--- src/rtl/gpu_copy_sched_if.sv ---
// Purpose : bundles the scheduler's frame-timing, memory-port and GPU-stream
//           signals; master = scheduler, slave = surrounding system/bench.
// Latency : n/a (wires only).  Backpressure: none, the stream is fixed-cadence.
// Ports   : vblank_start/frame_ready (timing, CPU), bus_req/bus_gnt (arbiter),
//           mem_re/mem_addr/mem_rdata (data memory), copy_start/gpu_din/
//           copy_done (GPU), busy/missed_frame/bus_err (status).
interface gpu_copy_sched_if #(
  parameter int ADDR_WIDTH = 16
);
  logic                  vblank_start;
  logic                  frame_ready;
  logic                  bus_gnt;
  logic [15:0]           mem_rdata;
  logic                  bus_req;
  logic                  mem_re;
  logic [ADDR_WIDTH-1:0] mem_addr;
  logic                  copy_start;
  logic [15:0]           gpu_din;
  logic                  busy;
  logic                  copy_done;
  logic                  missed_frame;
  logic                  bus_err;

  modport master (
    input  vblank_start, frame_ready, bus_gnt, mem_rdata,
    output bus_req, mem_re, mem_addr, copy_start, gpu_din,
           busy, copy_done, missed_frame, bus_err
  );

  modport slave (
    output vblank_start, frame_ready, bus_gnt, mem_rdata,
    input  bus_req, mem_re, mem_addr, copy_start, gpu_din,
           busy, copy_done, missed_frame, bus_err
  );
endinterface

--- src/rtl/gpu_copy_sched.sv ---
// Purpose : per-frame copy of the rect table (RECT_COUNT x 5 words) from CPU
//           data memory into the GPU, in a 6-slot-per-rect cadence.
// Latency : START to DONE is 1+6*RECT_COUNT+1 cycles; grant wait <= GNT_TIMEOUT.
// Backpressure: none once granted; a lost grant only raises sticky bus_err.
// Ports   : pixel_clk, reset (async, active-low), bus (gpu_copy_sched_if.master).
module gpu_copy_sched #(
  parameter int                    RECT_COUNT  = 64,
  parameter int                    ADDR_WIDTH  = 16,
  parameter logic [ADDR_WIDTH-1:0] BASE_ADDR   = '0,
  parameter int                    GNT_TIMEOUT = 255
) (
  input  logic                    pixel_clk,
  input  logic                    reset,
  gpu_copy_sched_if.master        bus
);

  localparam int RW = (RECT_COUNT > 1) ? $clog2(RECT_COUNT) : 1;
  localparam int TW = (GNT_TIMEOUT > 1) ? $clog2(GNT_TIMEOUT + 1) : 1;
  localparam logic [RW-1:0] RECT_LAST = RW'(RECT_COUNT - 1);
  // Last REQ cycle is the GNT_TIMEOUT-th one: counter holds cycles already spent.
  localparam logic [TW-1:0] TMO_LAST  = TW'(GNT_TIMEOUT - 1);
  localparam logic [2:0]    SLOT_LAST = 3'd5;

  typedef enum logic [2:0] {
    IDLE   = 3'd0,
    REQ    = 3'd1,
    START  = 3'd2,
    STREAM = 3'd3,
    DONE   = 3'd4
  } state_t;

  state_t                state_q, state_d;
  logic [TW-1:0]         tmo_cnt_q;
  logic [2:0]            slot_q;
  logic [RW-1:0]         rect_q;
  logic [ADDR_WIDTH-1:0] addr_q;
  logic                  rd_vld_q;
  logic                  missed_q;
  logic                  bus_err_q;

  logic                  missed_evt;
  logic                  mem_re;
  logic                  bus_req;
  logic                  copy_start;
  logic                  copy_done;
  logic                  req_timeout;
  logic                  stream_last;

  always_ff @(posedge pixel_clk or negedge reset) begin
    if (!reset) state_q <= IDLE;
    else        state_q <= state_d;
  end

  always_comb begin
    state_d     = state_q;
    bus_req     = 1'b0;
    mem_re      = 1'b0;
    copy_start  = 1'b0;
    copy_done   = 1'b0;
    req_timeout = 1'b0;
    stream_last = 1'b0;
    missed_evt  = 1'b0;
    case (state_q)
      IDLE: begin
        if (bus.vblank_start) begin
          if (bus.frame_ready) state_d    = REQ;
          else                 missed_evt = 1'b1;
        end
      end
      REQ: begin
        bus_req    = 1'b1;
        missed_evt = bus.vblank_start;
        // Grant takes priority over a timeout in the same cycle.
        if (bus.bus_gnt) begin
          state_d = START;
        end else if (tmo_cnt_q == TMO_LAST) begin
          req_timeout = 1'b1;
          missed_evt  = 1'b1;
          state_d     = IDLE;
        end
      end
      START: begin
        bus_req    = 1'b1;
        copy_start = 1'b1;
        missed_evt = bus.vblank_start;
        state_d    = STREAM;
      end
      STREAM: begin
        bus_req     = 1'b1;
        mem_re      = (slot_q != SLOT_LAST);
        missed_evt  = bus.vblank_start;
        stream_last = (slot_q == SLOT_LAST) && (rect_q == RECT_LAST);
        if (stream_last) state_d = DONE;
      end
      DONE: begin
        copy_done  = 1'b1;
        missed_evt = bus.vblank_start;
        state_d    = IDLE;
      end
      default: state_d = IDLE;
    endcase
  end

  // Grant-wait counter: cleared outside REQ, counts REQ cycles without grant.
  always_ff @(posedge pixel_clk or negedge reset) begin
    if (!reset) begin
      tmo_cnt_q <= '0;
    end else if (state_q == REQ && !bus.bus_gnt && !req_timeout) begin
      tmo_cnt_q <= tmo_cnt_q + 1'b1;
    end else begin
      tmo_cnt_q <= '0;
    end
  end

  // Slot/rect position and running read address; addr only advances on reads
  // so slot 5 leaves it pointing at the next rect's x word.
  always_ff @(posedge pixel_clk or negedge reset) begin
    if (!reset) begin
      slot_q <= '0;
      rect_q <= '0;
      addr_q <= '0;
    end else if (state_q == START) begin
      slot_q <= '0;
      rect_q <= '0;
      addr_q <= BASE_ADDR;
    end else if (state_q == STREAM) begin
      if (slot_q == SLOT_LAST) begin
        slot_q <= '0;
        rect_q <= rect_q + 1'b1;
      end else begin
        slot_q <= slot_q + 1'b1;
        addr_q <= addr_q + 1'b1;
      end
    end
  end

  always_ff @(posedge pixel_clk or negedge reset) begin
    if (!reset) begin
      rd_vld_q  <= 1'b0;
      missed_q  <= 1'b0;
      bus_err_q <= 1'b0;
    end else begin
      rd_vld_q <= mem_re;
      missed_q <= missed_evt;
      if ((state_q == START || state_q == STREAM) && !bus.bus_gnt)
        bus_err_q <= 1'b1;
    end
  end

  assign bus.bus_req      = bus_req;
  assign bus.mem_re       = mem_re;
  assign bus.mem_addr     = mem_re ? addr_q : '0;
  assign bus.copy_start   = copy_start;
  // Memory data is one cycle behind mem_re; anything else is forced to zero.
  assign bus.gpu_din      = rd_vld_q ? bus.mem_rdata : 16'd0;
  assign bus.busy         = (state_q != IDLE);
  assign bus.copy_done    = copy_done;
  assign bus.missed_frame = missed_q;
  assign bus.bus_err      = bus_err_q;

endmodule

--- src/flat_wrapper.sv ---
// flat-port wrapper written by rule: the top's interface ports become plain ports
module gpu_copy_sched_flat 
#(
  parameter int                    RECT_COUNT  = 64,
  parameter int                    ADDR_WIDTH  = 16,
  parameter logic [ADDR_WIDTH-1:0] BASE_ADDR   = '0,
  parameter int                    GNT_TIMEOUT = 255
)
  (pixel_clk, reset, bus_vblank_start, bus_frame_ready, bus_bus_gnt, bus_mem_rdata, bus_bus_req, bus_mem_re, bus_mem_addr, bus_copy_start, bus_gpu_din, bus_busy, bus_copy_done, bus_missed_frame, bus_bus_err);
  gpu_copy_sched_if #(.ADDR_WIDTH(ADDR_WIDTH)) bus_i ();
  input  logic pixel_clk;
  input  logic reset;
  input wire logic [$bits(bus_i.vblank_start)-1:0] bus_vblank_start;
  input wire logic [$bits(bus_i.frame_ready)-1:0] bus_frame_ready;
  input wire logic [$bits(bus_i.bus_gnt)-1:0] bus_bus_gnt;
  input wire logic [$bits(bus_i.mem_rdata)-1:0] bus_mem_rdata;
  output wire logic [$bits(bus_i.bus_req)-1:0] bus_bus_req;
  output wire logic [$bits(bus_i.mem_re)-1:0] bus_mem_re;
  output wire logic [$bits(bus_i.mem_addr)-1:0] bus_mem_addr;
  output wire logic [$bits(bus_i.copy_start)-1:0] bus_copy_start;
  output wire logic [$bits(bus_i.gpu_din)-1:0] bus_gpu_din;
  output wire logic [$bits(bus_i.busy)-1:0] bus_busy;
  output wire logic [$bits(bus_i.copy_done)-1:0] bus_copy_done;
  output wire logic [$bits(bus_i.missed_frame)-1:0] bus_missed_frame;
  output wire logic [$bits(bus_i.bus_err)-1:0] bus_bus_err;
  assign bus_i.vblank_start = bus_vblank_start;
  assign bus_i.frame_ready = bus_frame_ready;
  assign bus_i.bus_gnt = bus_bus_gnt;
  assign bus_i.mem_rdata = bus_mem_rdata;
  assign bus_bus_req = bus_i.bus_req;
  assign bus_mem_re = bus_i.mem_re;
  assign bus_mem_addr = bus_i.mem_addr;
  assign bus_copy_start = bus_i.copy_start;
  assign bus_gpu_din = bus_i.gpu_din;
  assign bus_busy = bus_i.busy;
  assign bus_copy_done = bus_i.copy_done;
  assign bus_missed_frame = bus_i.missed_frame;
  assign bus_bus_err = bus_i.bus_err;
  gpu_copy_sched #(.RECT_COUNT(RECT_COUNT), .ADDR_WIDTH(ADDR_WIDTH), .BASE_ADDR(BASE_ADDR), .GNT_TIMEOUT(GNT_TIMEOUT)) u_core (.pixel_clk(pixel_clk), .reset(reset), .bus(bus_i));
endmodule
--- config.mk ---
export PLATFORM = sky130hd
export DESIGN_NAME = gpu_copy_sched_flat
export DESIGN_NICKNAME = d
export VERILOG_FILES = /design/src/rtl/gpu_copy_sched_if.sv /design/src/rtl/gpu_copy_sched.sv /design/src/flat_wrapper.sv
export SDC_FILE = /design/constraint.sdc
export NUM_CORES = 1
export LEC_CHECK = 0
export ABC_AREA = 1
export BUFFER_PORTS_ARGS = -buffer_cell sky130_fd_sc_hd__clkbuf_2
export CAP_MARGIN = 20
export CORE_MARGIN = 2
export CORE_UTILIZATION = 40
export CTS_CLUSTER_SIZE = 30
export DETAILED_ROUTE_END_ITERATION = 10
export PLACE_DENSITY = 0.66
export SLEW_MARGIN = 20
export SYNTH_ARGS = -nofsm -noshare
export SYNTH_HDL_FRONTEND = slang
export SYNTH_SLANG_ARGS = --single-unit
--- constraint.sdc ---
create_clock -name pixel_clk -period 1.4 [get_ports pixel_clk]
set_input_delay 0.14 -clock pixel_clk [delete_from_list [all_inputs] [get_ports pixel_clk]]
set_output_delay 0.14 -clock pixel_clk [all_outputs]
set_load 0.01 [all_outputs]
==> results of run 1 <==
timing repair:
item	4_1_cts	5_1_grt
pin swaps	2	14
setup buffers	7	10
endpoints found under the hold margin	14	0
cloned	1	2
hold buffers	1	0
gates resized for setup	25	68
endpoints found under the setup margin	24	62
worst register-to-register path, delay by kind of cell, from the launching register on:
kind	cells	cell delay (ps)
flops	1	440
buf+inv	3	450
compound gates	1	100
simple gates	4	460
area by class of cell:
class                   count  area [um2]
fillers                   518        2190
multi-input cells         220        1250
flip-flops and latches     39         978
repair buffers             91         654
inverters                  63         239
clock buffers               7        96.3
well taps                  72        90.1
clock inverters             1        7.51
sequential cells by signal, summed over array words and instances, names as in the netlist:
register and count:
u_core.addr_q 16, u_core.rect_q 6, u_core.state_q 3, u_core.tmo_cnt_q 8
u_core.rd_vld_q 1, u_core.bus.bus_err 1, u_core.slot_q 3, u_core.bus.missed_frame 1
power breakdown:
group / internal (W) / total [W] / switching [W]
logic: 0.00124 / 0.00285 / 0.00161
registers: 0.00133 / 0.00154 / 0.000213
clock network: 0.000448 / 0.000858 / 0.000409
through the flow:
step / hold WS (ps) / util (%) / worst slack, ps
2_1_floorplan: -156 / - / 63.4
5_1_grt: 109 / 60.3 / -267
4_1_cts: 52.5 / 55.0 / -155
3_5_place_dp: 87.4 / 49.9 / 6.88
3_3_place_gp: 93.4 / 49.9 / 55.5
6_report: 96.2 / 60.3 / -209
synth_stat cells (4+ instances only):
cell / number
sky130_fd_sc_hd__dfrtp_1: 39
sky130_fd_sc_hd__nor3_1: 7
sky130_fd_sc_hd__o21ai_0: 12
sky130_fd_sc_hd__a21oi_1: 12
sky130_fd_sc_hd__ha_1: 4
sky130_fd_sc_hd__nor3b_1: 4
sky130_fd_sc_hd__nor2_2: 4
sky130_fd_sc_hd__nand4_1: 6
sky130_fd_sc_hd__nand3_1: 18
sky130_fd_sc_hd__nor2_1: 57
sky130_fd_sc_hd__nand2_1: 75
sky130_fd_sc_hd__inv_1: 63
cell families (layout without fill, tap and decap cells):
logic type / Yosys count / in the layout / synth area share, %
compound gates: 34 / 34 / 8.47
xor+xnor: 2 / 2 / 0.765
fa+ha+maj: 4 / 4 / 2.18
buf+inv: 70 / 162 / 12.2
flops: 39 / 39 / 42.6
simple gates: 178 / 180 / 33.8
path summary, 6_finish.rpt:
check,end,slack (ps),cells past startpoint
worst max-delay path,bus_mem_addr[10],-210,5
worst min-delay path,u_core.bus.bus_err$_DFFE_PN0P_,100,2
worst max register to register,u_core.addr_q[2]$_DFFE_PN0P_,-110,8
worst min register to register,u_core.bus.bus_err$_DFFE_PN0P_,480,1
max in group asynchronous,u_core.state_q[2]$_DFFE_PN0P_,600,3
min in group asynchronous,u_core.tmo_cnt_q[5]$_DFF_PN0_,310,2
per-layer routing:
layer	part of all wire, %	vias up	wire length (um)	GRT usage (%)
met2	49	59	2780	29.3
met5	0	-	0	0
li1	-	1192	-	-
met4	2.1	0	120	6.21
met1	44	1098	2490	23.1
met3	5.2	11	298	3.85
placed cells by master, fill, tap and decap left out, types with 2 or more instances in the layout:
cell	count
sky130_fd_sc_hd__clkbuf_8	7
sky130_fd_sc_hd__ha_1	4
sky130_fd_sc_hd__o21ai_0	8
sky130_fd_sc_hd__a31oi_1	2
sky130_fd_sc_hd__nand4_1	6
sky130_fd_sc_hd__o21bai_1	2
sky130_fd_sc_hd__nand3_4	2
sky130_fd_sc_hd__dfrtp_2	2
sky130_fd_sc_hd__inv_1	59
sky130_fd_sc_hd__nand3_1	15
sky130_fd_sc_hd__nand2_1	69
sky130_fd_sc_hd__nor3b_2	2
sky130_fd_sc_hd__nor2_4	15
sky130_fd_sc_hd__a21oi_1	12
sky130_fd_sc_hd__dfrtp_1	37
sky130_fd_sc_hd__clkbuf_2	44
sky130_fd_sc_hd__buf_4	21
sky130_fd_sc_hd__buf_6	13
sky130_fd_sc_hd__nor2_2	8
sky130_fd_sc_hd__nand2_4	2
sky130_fd_sc_hd__nand2_2	9
sky130_fd_sc_hd__nor3_1	5
sky130_fd_sc_hd__nor2_1	40
sky130_fd_sc_hd__o21ai_1	6
sky130_fd_sc_hd__nor3b_1	2
sky130_fd_sc_hd__inv_2	3
sky130_fd_sc_hd__buf_12	2
sky130_fd_sc_hd__buf_2	8
==> impl_metrics.json, run 1 <==
{
  "largest_net_degree_at_the_start_of_global_routing": 26,
  "slew_worst_pin_ps": 409,
  "synth_area_mm2": 0.00229,
  "final_cells": 493,
  "arrival_ps": 1470,
  "cts_sinks": 39,
  "required_time_worst_endpoint_ps": 1260,
  "setup.worst_path.end_class": "output pin",
  "setup_tns_ps": -3050,
  "ir_worst_vdd_uv": 1080,
  "drt_first_iter_violations": 116,
  "fp-row-count": 27,
  "timing.hold.worst.class": "primary input to register",
  "core_area_mm2": 0.00551,
  "drt_pre_antenna_iters": 5,
  "cts-root-to-sink-buffers": 2,
  "clock_root_cell": "sky130_fd_sc_hd__clkbuf_8",
  "critical_path.startpoint_type": "register",
  "synthesis.instances": 327,
  "synth-edff-count": 0,
  "grt-ovfl-total": 0,
  "fin_area_mm2": 0.00332,
  "synth_cell_types": 28,
  "unrepaired_setup_endpoints_after_global_routing": "true",
  "die-area_mm2": 0.00635,
  "netlist.area_leader.share_pct": 42.6,
  "final.period_utilization_pct": 115,
  "powerDensity_mw_per_mm2": 1580,
  "hpwl_um": 3830,
  "tritoncts": "yes",
  "final_critical_path_setup_slack_ps": -209,
  "slew_headroom_pct": 72.7,
  "first_pass_grt_wire_length_um": 9090,
  "yosysTopAreaCell": "sky130_fd_sc_hd__dfrtp_1",
  "tritoncts.num_buffers": 5,
  "synthTopCellsByArea": "sky130_fd_sc_hd__dfrtp_1, sky130_fd_sc_hd__nand2_1, sky130_fd_sc_hd__inv_1",
  "placement.io_buffers": 59,
  "post-route-drc-count": 0,
  "antenna_found_initial": 0,
  "report.power.total_w": 0.00525,
  "syn_area_per_cell_um2": 7.01,
  "min-delay-start": "bus_bus_gnt",
  "dpl_cell_area_mm2": 0.00275,
  "total_number_of_vias": 2360,
  "worst-path-max-fanout": 6,
  "drive_gt1_share_pct": 35.4,
  "timing.setup.critical_path_class": "register to output pin",
  "status": "finished, violations left",
  "max_freq_ghz": 0.621,
  "synth-async-reset-ratio_pct": 100,
  "area.growth.synth_to_final_pct": 44.9,
  "synth_nets": 352,
  "timing_max_transition_violations_final": 0,
  "ys_dominant_reg_cell": "sky130_fd_sc_hd__dfrtp_1",
  "p_leak_nw": 1.72,
  "fin_nets": 445,
  "gp_routability_congestion": 0.795,
  "antenna_cells_inserted": 0,
  "critical-path-slowest-cell": "sky130_fd_sc_hd__dfrtp_2",
  "ctsHtreeMaxLevel": 2,
  "track_usage_pct": 17.8,
  "worst_setup_path_startpoint": "u_core.state_q[2]$_DFFE_PN0P_",
  "hold_viol_final": 0,
  "critPathBufInv": 2,
  "worst_path_dominant_cell_family": "simple AND/OR/NAND/NOR gates",
  "route.detailed.wl_per_inst_um": 11.5,
  "crit_chain": "nor2_4 > nand2_4 > buf_4 > nor2_4 > buf_6",
  "ys.warnings.count": 0,
  "most_frequent_cp_cell": "sky130_fd_sc_hd__nor2_4",
  "fp.dieW_um": 79.7,
  "clk_transition_reported_paths_ps": 80,
  "floorplan.initialDensity_pct": 41.6,
  "numPlacedInstances": 465,
  "critical-path-max-stage-delay_ps": 440,
  "max_capacitance_violation_count": 0,
  "synth_sequential_area_ratio_pct": 42.6,
  "num_io_pins": 60,
  "regToRegStartpoint": "u_core.state_q[2]$_DFFE_PN0P_",
  "final_period_minus_worst_setup_slack_ps": 1610,
  "total_routed_length_um": 5690,
  "finClkSkew_ps": 8.78,
  "ant_nets": 0,
  "violations": "setup timing",
  "grt_pass1_vias": 2113,
  "clk-insertion-delay-late_ps": 290,
  "synth-seq-cells": 39,
  "post_drt_via_cell_ratio": 4.79,
  "die_h_um": 79.7,
  "setup_violations": 26
}
(Power assumes the default switching activity.)
==> inputs of run 2 (changes only) <==
Clock period 1.4 ns to 2 ns, I/O delays scaled along.
==> run 2 against run 1 <==
  * The flow now finishes without violations
  * Non-clock buffer count fell by 29
  * Sequential share of layout area rose by 5.4 points
  * Utilization fell by 9.4 points
  * Design area fell by 16%
  * Via count fell by 8.1%
  * Clock skew rose by 5.5 ps
  * Critical path type unchanged
  * Largest power group unchanged
  * Highest routed layer unchanged
==> impl_metrics.json, run 2 (synthesis gave the netlist of run 1 again) <==
{
  "fillerInstances": 529,
  "grt_pass1_vias": 1965,
  "p_leak_nw": 1.52,
  "final.period_utilization_pct": 92.9,
  "worstSetupPathDepth": 5,
  "critical_path.startpoint_type": "register",
  "hpwl_um": 3670,
  "critical-path-slowest-cell": "sky130_fd_sc_hd__dfrtp_1",
  "final_period_minus_worst_setup_slack_ps": 1860,
  "cts-root-to-sink-buffers": 2,
  "die_h_um": 79.7,
  "finClkSkew_ps": 14.3,
  "slew_worst_pin_ps": 497,
  "fin_area_mm2": 0.00280,
  "reg2reg_depth": 8,
  "max_freq_ghz": 0.538,
  "critical-path-max-stage-delay_ps": 430,
  "clk_transition_reported_paths_ps": 70,
  "ctsHtreeMaxLevel": 2,
  "worst-path-max-fanout": 16,
  "antenna_cells_inserted": 0,
  "core_area_mm2": 0.00551,
  "tritoncts": "yes",
  "total_routed_length_um": 5030,
  "hold_viol_final": 0,
  "final_cells": 463,
  "setup.worst_path.end_class": "output pin",
  "drt_first_iter_violations": 97,
  "first_pass_grt_wire_length_um": 8390,
  "arrival_ps": 1660,
  "placement.io_buffers": 59,
  "crit_chain": "nand2_2 > nor2_4 > nand2_8 > nor2_1 > clkbuf_2",
  "ir_worst_vdd_uv": 744,
  "mostFrequentLayoutCell": "sky130_fd_sc_hd__nand2_1",
  "worst_r2r_endpoint": "u_core.addr_q[12]$_DFFE_PN0P_",
  "total_number_of_vias": 2169,
  "timing_max_transition_violations_final": 0,
  "reg2reg_slack_ps": 450,
  "numPlacedInstances": 453,
  "final_critical_path_setup_slack_ps": 141,
  "antenna_found_initial": 0,
  "max_capacitance_violation_count": 0,
  "area.growth.synth_to_final_pct": 22.2,
  "status": "finished, final reports clean",
  "post_drt_via_cell_ratio": 4.68,
  "critPathBufInv": 1,
  "fp-row-count": 27,
  "max_flop_register": "u_core.addr_q",
  "hold_end": "u_core.bus.bus_err$_DFFE_PN0P_",
  "min-delay-start": "bus_bus_gnt",
  "largest_register_ffs": 16,
  "setup_violations": 0,
  "fp.dieW_um": 79.7,
  "route.detailed.wl_per_inst_um": 10.9,
  "dpl_cell_area_mm2": 0.00265,
  "largest_registers": "u_core.addr_q (16), u_core.tmo_cnt_q (8), u_core.rect_q (6)",
  "drive_gt1_share_pct": 21.0,
  "num_io_pins": 60,
  "gp_routability_congestion": 0.758,
  "post-route-drc-count": 0,
  "worst_path_dominant_cell_family": "simple AND/OR/NAND/NOR gates",
  "die-area_mm2": 0.00635,
  "regToRegStartpoint": "u_core.addr_q[0]$_DFFE_PN0P_",
  "timing.hold.worst.class": "primary input to register",
  "worst_hold_slack_ps": 112,
  "ant_nets": 0,
  "powerDensity_mw_per_mm2": 1070,
  "largest_net_degree_at_the_start_of_global_routing": 40,
  "setup_tns_ps": 0,
  "slew_headroom_pct": 66.9,
  "clk-insertion-delay-late_ps": 310,
  "track_usage_pct": 16.7,
  "tritoncts.num_buffers": 5,
  "holdPathStages": 2,
  "grt-ovfl-total": 0,
  "timing.setup.critical_path_class": "register to output pin",
  "fin_nets": 415,
  "clock_root_cell": "sky130_fd_sc_hd__clkbuf_8",
  "drt_pre_antenna_iters": 6,
  "placement.setup.worst_slack_ps": 345,
  "floorplan.initialDensity_pct": 41.6,
  "required_time_worst_endpoint_ps": 1800,
  "unrepaired_setup_endpoints_after_global_routing": "false",
  "cts_sinks": 39,
  "layout.cells.most_common_list": "sky130_fd_sc_hd__nand2_1, sky130_fd_sc_hd__inv_1, sky130_fd_sc_hd__clkbuf_2",
  "cts_setup_buffers": 0
}
run 2: cell types whose count changed in the layout (fill, tap and decap cells not counted), moves of 4 or more:
cell | previous run | this run
sky130_fd_sc_hd__nor2_4 | 15 | 2
sky130_fd_sc_hd__nand2_1 | 69 | 75
sky130_fd_sc_hd__clkbuf_2 | 44 | 59
sky130_fd_sc_hd__buf_2 | 8 | 0
sky130_fd_sc_hd__o21ai_0 | 8 | 12
sky130_fd_sc_hd__nand2_2 | 9 | 3
sky130_fd_sc_hd__nor2_2 | 8 | 4
sky130_fd_sc_hd__inv_1 | 59 | 63
sky130_fd_sc_hd__buf_6 | 13 | 0
sky130_fd_sc_hd__nor2_1 | 40 | 57
sky130_fd_sc_hd__buf_4 | 21 | 2
run 2: timing repair:
| action | CTS | global route |
|---|---|---|
| endpoints found under the setup margin | 0 | 2 |
| endpoints found under the hold margin | 39 | 0 |
| gates resized for setup | 0 | 2 |
| hold buffers | 1 | 0 |
run 2: per-stage QoR:
step	util (%)	total power (W)
6_report	50.9	0.00299
5_1_grt	50.9	0.00325
4_1_cts	50.4	0.00296
3_5_place_dp	48.1	0.00226
3_3_place_gp	48.1	0.00223
2_1_floorplan	-	0.00192
run 2: layer usage:
layer	share of wire, %	track usage [%]	vias to the layer above
li1	-	-	1135
met1	47	21.8	971
met2	45	26.6	57
met3	6.0	4.07	6
met4	1.0	6.21	0
met5	0	0	-
run 2: how the worst max path moves through the flow:
stage | endpoint | slack (ps) | start
floorplan | bus_mem_addr[11] | 630 | u_core.slot_q[1]$_DFFE_PN0P_
global placement | bus_mem_addr[10] | 440 | u_core.state_q[1]$_DFFE_PN0P_
detailed placement | u_core.addr_q[0]$_DFFE_PN0P_ | 350 | u_core.slot_q[1]$_DFFE_PN0P_
CTS | bus_mem_re | 50 | u_core.slot_q[1]$_DFFE_PN0P_
global route | bus_mem_addr[10] | 40 | u_core.state_q[1]$_DFFE_PN0P_
finish | bus_mem_addr[10] | 140 | u_core.state_q[0]$_DFFE_PN0P_
run 2: worst reg2reg max path: stages, from the launching register on:
cell,delay (ps)
sky130_fd_sc_hd__dfrtp_1,400
sky130_fd_sc_hd__ha_1,160
sky130_fd_sc_hd__inv_1,50
sky130_fd_sc_hd__nor2_1,170
sky130_fd_sc_hd__nand2_1,110
sky130_fd_sc_hd__nor2_1,310
sky130_fd_sc_hd__nand3_1,120
sky130_fd_sc_hd__nand2_1,80
sky130_fd_sc_hd__nor2_1,50
run 2: cell type report:
| class | count | area, um2 | area share [%] |
|---|---|---|---|
| clock buffers | 6 | 82.6 | 2.95 |
| clock inverters | 2 | 35.0 | 1.25 |
| inverters | 63 | 236 | 8.45 |
| multi-input cells | 219 | 1060 | 37.8 |
| flip-flops and latches | 39 | 976 | 34.9 |
| well taps | 72 | 90.1 | 3.22 |
| repair buffers | 62 | 320 | 11.4 |
run 2: where the power goes:
group,internal [W],switching [W]
registers,0.000926,0.000167
logic,0.000395,0.000805
clock network,0.000404,0.000291
